[config.mk]
export PLATFORM = sky130hd
export DESIGN_NAME = pwm_meas
export DESIGN_NICKNAME = d
export VERILOG_FILES = /design/src/rtl/pwm_meas.sv
export SDC_FILE = /design/constraint.sdc
export NUM_CORES = 1
export LEC_CHECK = 0
export BUFFER_PORTS_ARGS = -buffer_cell sky130_fd_sc_hd__buf_4
export CORE_MARGIN = 2
export CORE_UTILIZATION = 56
export DETAILED_ROUTE_END_ITERATION = 7
export PLACE_DENSITY = 0.77
export SYNTH_ARGS = -nofsm -noshare
export SYNTH_HDL_FRONTEND = slang
export SYNTH_SLANG_ARGS = --single-unit
[constraint.sdc]
create_clock -name clk -period 3.8 [get_ports clk]
set_input_delay 0.38 -clock clk [delete_from_list [all_inputs] [get_ports clk]]
set_output_delay 0.38 -clock clk [all_outputs]
set_load 0.1 [all_outputs]
[src/rtl/pwm_meas.sv]
// -----------------------------------------------------------------------------
// pwm_meas -- measures period, high time, duty cycle and frequency of an
// asynchronous PWM input.
//
// Ports
//   clk         system clock, all logic on the rising edge
//   rst_n       asynchronous active-low reset
//   pwm_in      asynchronous PWM input
//   period_cnt  last measured period in clk cycles
//   high_cnt    last measured high time in clk cycles
//   pwm_duty    duty cycle in integer percent (0..100)
//   pwm_rate    input frequency in Hz, saturated to 2^21-1
//   meas_valid  one-cycle strobe when the four result outputs update
//   no_signal   high after a timeout until the next real measurement
//   dbg_state   current FSM state (IDLE=0, MEAS=1, DIV_DUTY=2, DIV_RATE=3)
//
// Output handshake: meas_valid is a pure strobe with no ready/backpressure.
// period_cnt, high_cnt, pwm_duty, pwm_rate and no_signal change only in the
// cycle meas_valid is high and hold their value at all other times.
// -----------------------------------------------------------------------------
module pwm_meas #(
    parameter int unsigned CLK_FRE = 50_000_000,
    parameter int unsigned CNT_W   = 24
) (
    input  logic             clk,
    input  logic             rst_n,
    input  logic             pwm_in,
    output logic [CNT_W-1:0] period_cnt,
    output logic [CNT_W-1:0] high_cnt,
    output logic [9:0]       pwm_duty,
    output logic [20:0]      pwm_rate,
    output logic             meas_valid,
    output logic             no_signal,
    output logic [1:0]       dbg_state
);

    typedef enum logic [1:0] {
        S_IDLE     = 2'd0,
        S_MEAS     = 2'd1,
        S_DIV_DUTY = 2'd2,
        S_DIV_RATE = 2'd3
    } state_t;

    localparam logic [CNT_W-1:0] CNT_MAX   = '1;
    localparam logic [CNT_W-1:0] CNT_TO    = CNT_MAX - CNT_W'(1);
    localparam logic [CNT_W-1:0] CNT_ONE   = CNT_W'(1);
    localparam logic [31:0]      CLK_FRE_W = 32'(CLK_FRE);
    localparam logic [31:0]      RATE_MAX  = 32'h001F_FFFF;
    localparam logic [31:0]      DUTY_MAX  = 32'd100;
    localparam logic [5:0]       LAST_ITER = 6'd31;
    localparam logic [5:0]       DIV_STEPS = 6'd32;

    state_t state;

    // ---------------- synchronizer and edge detect ----------------
    // sync_q[0..1] form the synchronizer, sync_q[2] is the delay flop.
    logic [2:0] sync_q;
    logic       rise;
    logic       fall;

    always_ff @(posedge clk or negedge rst_n) begin
        if (!rst_n) begin
            sync_q <= '0;
        end else begin
            sync_q <= {sync_q[1:0], pwm_in};
        end
    end

    assign rise = sync_q[1] & ~sync_q[2];
    assign fall = ~sync_q[1] & sync_q[2];

    // ---------------- period / high counter ----------------
    // cnt is 1 in the cycle after a rise detect, so in the next rise-detect
    // cycle it equals the period; a fall captures the high time the same way.
    logic [CNT_W-1:0] cnt;
    logic [CNT_W-1:0] high_acc;
    logic             timeout;

    always_ff @(posedge clk or negedge rst_n) begin
        if (!rst_n) begin
            cnt      <= '0;
            high_acc <= '0;
        end else if (rise) begin
            cnt      <= CNT_ONE;
            high_acc <= '0;
        end else begin
            if (cnt != CNT_MAX) begin
                cnt <= cnt + CNT_ONE;
            end
            if (fall) begin
                high_acc <= cnt;
            end
        end
    end

    // Fires once: the counter then sits saturated at CNT_MAX.
    assign timeout = !rise && (cnt == CNT_TO);

    // ---------------- shared restoring divider step ----------------
    logic [31:0] rem_q;
    logic [31:0] quo_q;
    logic [31:0] dvs_q;
    logic [5:0]  div_cnt;
    logic [32:0] rem_sh;
    logic [32:0] rem_sub;
    logic [31:0] rem_nx;
    logic [31:0] quo_nx;

    always_comb begin
        rem_sh  = {rem_q, quo_q[31]};
        rem_sub = rem_sh - {1'b0, dvs_q};
        // Borrow out of bit 32 means the shifted remainder was below the divisor.
        if (!rem_sub[32]) begin
            rem_nx = rem_sub[31:0];
            quo_nx = {quo_q[30:0], 1'b1};
        end else begin
            rem_nx = rem_sh[31:0];
            quo_nx = {quo_q[30:0], 1'b0};
        end
    end

    // ---------------- control FSM ----------------
    logic [CNT_W-1:0] per_snap;
    logic [CNT_W-1:0] high_snap;
    logic [9:0]       duty_q;

    always_ff @(posedge clk or negedge rst_n) begin
        if (!rst_n) begin
            state      <= S_IDLE;
            per_snap   <= '0;
            high_snap  <= '0;
            rem_q      <= '0;
            quo_q      <= '0;
            dvs_q      <= '0;
            div_cnt    <= '0;
            duty_q     <= '0;
            period_cnt <= '0;
            high_cnt   <= '0;
            pwm_duty   <= '0;
            pwm_rate   <= '0;
            meas_valid <= 1'b0;
            no_signal  <= 1'b0;
        end else begin
            meas_valid <= 1'b0;
            case (state)
                S_IDLE, S_MEAS: begin
                    if (rise) begin
                        if (state == S_MEAS) begin
                            // Close the period and start the duty division
                            // straight away: dividend high*100, divisor period.
                            per_snap  <= cnt;
                            high_snap <= high_acc;
                            rem_q     <= '0;
                            quo_q     <= 32'(high_acc) * 32'd100;
                            dvs_q     <= 32'(cnt);
                            div_cnt   <= '0;
                            state     <= S_DIV_DUTY;
                        end else begin
                            // First edge only opens a period.
                            state <= S_MEAS;
                        end
                    end else if (timeout) begin
                        period_cnt <= '0;
                        high_cnt   <= '0;
                        pwm_rate   <= '0;
                        pwm_duty   <= sync_q[1] ? 10'd100 : 10'd0;
                        no_signal  <= 1'b1;
                        meas_valid <= 1'b1;
                        state      <= S_IDLE;
                    end
                end
                S_DIV_DUTY: begin
                    if (div_cnt == LAST_ITER) begin
                        // Last duty step lands directly in duty_q while the
                        // rate division is loaded; the divisor is unchanged.
                        duty_q  <= (quo_nx > DUTY_MAX) ? 10'd100 : quo_nx[9:0];
                        rem_q   <= '0;
                        quo_q   <= CLK_FRE_W;
                        div_cnt <= '0;
                        state   <= S_DIV_RATE;
                    end else begin
                        rem_q   <= rem_nx;
                        quo_q   <= quo_nx;
                        div_cnt <= div_cnt + 6'd1;
                    end
                end
                S_DIV_RATE: begin
                    if (div_cnt != DIV_STEPS) begin
                        rem_q   <= rem_nx;
                        quo_q   <= quo_nx;
                        div_cnt <= div_cnt + 6'd1;
                    end else begin
                        // Commit cycle: all results update together.
                        period_cnt <= per_snap;
                        high_cnt   <= high_snap;
                        pwm_duty   <= duty_q;
                        pwm_rate   <= (quo_q > RATE_MAX) ? 21'h1F_FFFF : quo_q[20:0];
                        no_signal  <= 1'b0;
                        meas_valid <= 1'b1;
                        state      <= S_MEAS;
                    end
                end
                default: state <= S_IDLE;
            endcase
        end
    end

    assign dbg_state = state;

endmodule
# ---- After elaboration in Yosys (flattened, before gate mapping)
# Cells that the tools add are included.
dict set report word_totals {
  inputBits 3
  register_bits 262
  out_inout_bits 83
}
dict set report classes {
  eq_ne 15
  n_lt_le_gt_ge 2
  add_sub_neg 3
  bitwise_logic 4
  mul 1
  mux 52
  reduce_logical 12
}
# op count
set op_table {}
lappend op_table {{$mux 32} 9}
lappend op_table {{$mux 24} 8}
lappend op_table {{$pmux 32 s3} 2}
lappend op_table {{$pmux 24 s2} 2}
lappend op_table {{$mux 21} 4}
lappend op_table {{$pmux 21 s2} 1}
lappend op_table {{$mux 10} 4}
lappend op_table {{$sub 33x24->33} 1}
lappend op_table {{$gt 32x21->1 const B} 1}
lappend op_table {{$gt 32x7->1 const B} 1}
lappend op_table {{$mul 24x5->29 const B} 1}
lappend op_table {{$add 24x1->24 const B} 1}
lappend op_table {{$eq 24x24->1 const B} 1}
lappend op_table {{$mux 6} 4}
lappend op_table {{$ne 24x24->1 const B} 1}
lappend op_table {{$pmux 10 s2} 1}
lappend op_table {{$pmux 6 s3} 1}
lappend op_table {{$ne 2x2->1 const B} 7}
lappend op_table {{$mux 2} 5}
lappend op_table {{$reduce_and 3->1} 3}
lappend op_table {{$mux 1} 7}
lappend op_table {{$mux 7} 1}
lappend op_table {{$add 6x1->6 const B} 1}
lappend op_table {{$eq 6x5->1 const B} 1}
lappend op_table {{other kinds (15)} 21}

# ---- Depth between registers and ports, before layout
dict set report logic_depth {
  ltp_word 7
  mapped_depth 15
  ltp_nobuf 15
}

# ---- Least setup slack after synthesis
# No wires, ideal clock.
dict set report synth_timing {
  kind {reg2reg}
  startpoint {register high_acc[9]}
  endpoint {register quo_q[30]}
  setup_slack_ps 21
  stages_incl_launch_ff 16
  t_arrival_ps 3644
  n_path_buf 0
  period_less_slack_ps 3779
  path_cell_list {dfrtp_1 -> ha_1 -> ha_1 -> inv_1 -> fa_1 -> inv_1 -> ha_1 -> and3_1 -> or3_1 -> o31ai_1 -> o311ai_0 -> a21oi_1 -> o21a_1 -> o21ai_0 -> xnor2_1 -> o21ai_0}
}
dict set report synth_via {
  elab_chain_cells 4
}
# element line_no
set synth_lines {}
lappend synth_lines {{from (decl)} 76} ;# logic [CNT_W-1:0] high_acc;
lappend synth_lines {{from (signal assigned)} 91} ;# high_acc <= cnt;
lappend synth_lines {{$mul 24x5->29} 154} ;# quo_q <= 32'(high_acc) * 32'd100;
lappend synth_lines {{$mux 32} 148} ;# if (state == S_MEAS) begin
lappend synth_lines {{$mux 32} 147} ;# if (rise) begin
lappend synth_lines {{$pmux 32 s3} 145} ;# case (state)
lappend synth_lines {{to (signal assigned)} 154}
lappend synth_lines {{to (signal assigned)} 183} ;# quo_q <= quo_nx;
lappend synth_lines {{to (signal assigned)} 190} ;# quo_q <= quo_nx;
lappend synth_lines {{to (decl)} 101} ;# logic [31:0] quo_q;
# Every way passes these cells. The select of a mux whose other input is x is not followed.
# A chain may end at the register's enable or synchronous reset.

# ---- Worst setup path after layout
dict set report layout_timing {
  startpoint {register high_acc[9]}
  endpoint {register quo_q[22]}
}
# The elaborated chain is that of the path after synthesis.

==> metrics.yaml <==
status:
  outcome: "completed"
timing:
  final.setup.tns_ns: 0
  finalCritPeriodShare: 0.9966
  fin_skew_ns: 0.01373
  timing.final.hold_violations: 0
  max_freq_mhz: 264.1
  slew_headroom: 0.3127
  tightest_slew_ns: 1.027
  setup_viol: 0
  rsz0062_at_grt: "yes"
  period_needed_ns: 3.787
  slew_viol_final: 0
synthesis:
  synth_top_cell_area_share: 0.4420
  ys_warn_count: 0
  synthMostInstantiatedCell: "nand2_1"
  synth-simple-area-share: 0.1840
  async_flop_share: 1.000
  synthTopCellsByCount: "nand2_1, dfrtp_1, o21ai_0"
  ys_ff_latch: 262
  ys_types: 70
  synth_area_leader_cell: "dfrtp_1"
  synthXorXnorAreaFrac: 0.03838
  synth_fa_ha_area_frac: 0.1156
  synth.area.top_cells: "dfrtp_1, ha_1, nand2_1"
  syn_nets: 1787
  syn_inst: 1659
  syn_area_um2: 14830
  synth.avg_cell_area_um2: 8.941
  synth_edf_count: 0
  synth_compound_area_frac: 0.1566
  synth_top_family_by_area: "simple AND/OR/NAND/NOR gates"
  synthFlopType: "dfrtp_1"
  synth-seq-area-share: 0.4420
  synthMuxAreaShare: 0.008857
final_layout:
  fillers: 2109
  syn_to_final_growth_pct: 15.22
  ff_latch_area_um2: 6559
  multiInputGateArea_um2: 7670
  stdcell_count: 2091
  design_area_um2: 17090
  nets: 1865
  antenna_cells: 0
  drive_gt1_frac: 0.1287
global_route:
  grt-ovfl-total: 0
  grt_max_degree: 95
  grt.total_usage: 0.2609
  grt_use_met1: 0.3555
  busiest_layer: "met2"
  antenna_found_initial: 0
  grt_pass1_wl_um: 59970
  grt_use_met3: 0.03066
  grtUsageMet2: 0.4377
  grt_pass1_vias: 11760
die:
  core_area_um2: 26060
  start_util: 0.5692
  die_w_um: 166.8
  num_io_pins: 86
  dieHeight_um: 166.8
  rows: 59
  dieArea_um2: 27810
clock_network:
  cts_buffers: 29
  cts.clk_slew.worst_paths_ns: 0.06
  root_buffer: "clkbuf_16"
  insertion_delay_ns: 0.55
  h-tree-depth: 1
  cts_tree: "yes"
  clock_path_buffers: 3
  clock-sinks: 262
worst_setup_path:
  slowest_delay_ns: 0.50
  crit_path_max_fanout: 4
  endpoint_kind: "flop"
  arrival_ns: 4.23
  path_buf_inv: 5
  worstPathRequired_ns: 4.24
  critPathLaunchType: "flop"
  path_delay_family: "adder cells"
  crit_chain: "ha_1, ha_1, inv_1, fa_1, inv_2, ha_4, and3_4, buf_4, o31a_1, o31ai_4, buf_6, o311ai_4, a21oi_2, buf_4, xnor2_2, nor2_1, a21oi_1, mux2_4"
  crit_path_top_delay_cell: "fa_1"
  worstSetupPathType: "reg2reg"
routing:
  via_per_inst: 5.866
  drc: 0
  dr.pass1.iters: 5
  drt-total-wl_um: 36360
  ant_nets: 0
  avgRoutedWirePerCell_um: 17.39
  dr_total_vias: 12270
  drtIter0Drc: 1006
placed_design:
  dpl_cell_area_um2: 15890
  port_buffers: 85
  dp.cells: 2035
  hpwl_um: 25670
  gp_congestion: 0.9677
job:
  cap_violations: 0
power:
  p_leak_nw: 8.521
  irDropWorstVdd_v: 0.0006082
  cellPowerDensity_nw_per_um2: 686.8
  p_total_w: 0.01174
min_path:
  holdCritPathClass: "reg2reg"
==> power breakdown <==
group	switching [W]	leakage, nW	total (W)	internal, W
Clock	0.00113	0.473	0.00283	0.00169
Sequential	0.000561	3.52	0.00392	0.00336
Combinational	0.00328	4.53	0.00499	0.00171
==> stage by stage <==
step | hold WS, ns | setup slack (ns) | util
2_1_floorplan | 0.08441 | 0.02092 | -
3_3_place_gp | 0.3339 | -0.04665 | 0.6097
3_5_place_dp | 0.3409 | -0.1609 | 0.6097
4_1_cts | 0.3449 | 0.007956 | 0.6502
5_1_grt | 0.3525 | -0.1358 | 0.6558
6_report | 0.3483 | 0.01289 | 0.6558
==> worst register-to-register path: stages, from the launching register on <==
cell      delay (ns)
dfrtp_1         0.43
ha_1            0.31
ha_1            0.30
inv_1           0.07
fa_1            0.50
inv_2           0.06
ha_4            0.24
and3_4          0.17
buf_4           0.14
o31a_1          0.33
o31ai_4         0.07
buf_6           0.15
o311ai_4        0.08
a21oi_2         0.22
buf_4           0.15
xnor2_2         0.05
nor2_1          0.11
a21oi_1         0.05
mux2_4          0.27
==> flip-flops by register name, indices dropped and copies added (netlist names) <==
signal	flops
pwm_rate	21
period_cnt	24
dbg_state	2
high_cnt	24
no_signal	1
div_cnt	6
dvs_q	24
meas_valid	1
cnt	24
pwm_duty	10
high_snap	24
duty_q	10
sync_q	3
rem_q	32
quo_q	32
high_acc	24
==> final timing paths <==
| path | startpoint | to | slack (ns) | cells after the start |
|---|---|---|---|---|
| worst max-delay path | high_acc[9] | quo_q[22] | 0.01 | 18 |
| worst min-delay path | sync_q[0] | sync_q[1] | 0.35 | 0 |
| worst max register to register | high_acc[9] | quo_q[22] | 0.01 | 18 |
| worst min register to register | sync_q[0] | sync_q[1] | 0.35 | 0 |
| max in group asynchronous | rst_n | high_acc[4] | 2.28 | 3 |
| min in group asynchronous | rst_n | pwm_duty[5] | 0.40 | 2 |
==> timing repair <==
item	in CTS	in global routing
pin swaps	10	21
setup endpoints to repair	6	11
hold buffers	2	0
hold endpoints to repair	83	0
buffers inserted	3	1
resized for setup	10	34
==> final cells by class <==
cell class	instances	share of cell area
tap	335	0.02453
sequential	262	0.3838
clock inverter	13	0.009151
timing repair buffer	126	0.05872
inverter	127	0.02789
clock buffer	37	0.04715
multi-input combinational	1191	0.4488
==> cell families after synthesis <==
kind of cell | Yosys count
DFF | 262
and+or+nand+nor | 601
adders and majority gates | 125
muxes | 13
AOI/OAI and AO/OA | 387
buffers and inverters | 206
xor gates and xnor gates | 65
==> placed cells by master, fill, tap and decap left out, drive strengths merged, types with 11 or more instances in the layout <==
master / instances
a21o: 22
a21oi: 71
a31oi: 14
a32oi: 11
buf: 124
clkbuf: 37
dfrtp: 262
fa: 20
ha: 105
inv: 129
mux2i: 12
nand2: 311
nand2b: 30
nand3: 76
nand4: 20
nor2: 72
nor3: 29
nor4: 11
o21ai: 195
or3: 12
xnor2: 34
xor2: 31
==> metal layers <==
layer | share of wire | vias to the layer above | routed length (um)
li1 | - | 5815 | -
met1 | 0.43 | 5944 | 15660
met2 | 0.48 | 412 | 17410
met3 | 0.054 | 95 | 1965
met4 | 0.036 | 0 | 1319
met5 | 0 | - | 0
No activity file was read; power rests on OpenSTA's default activity.
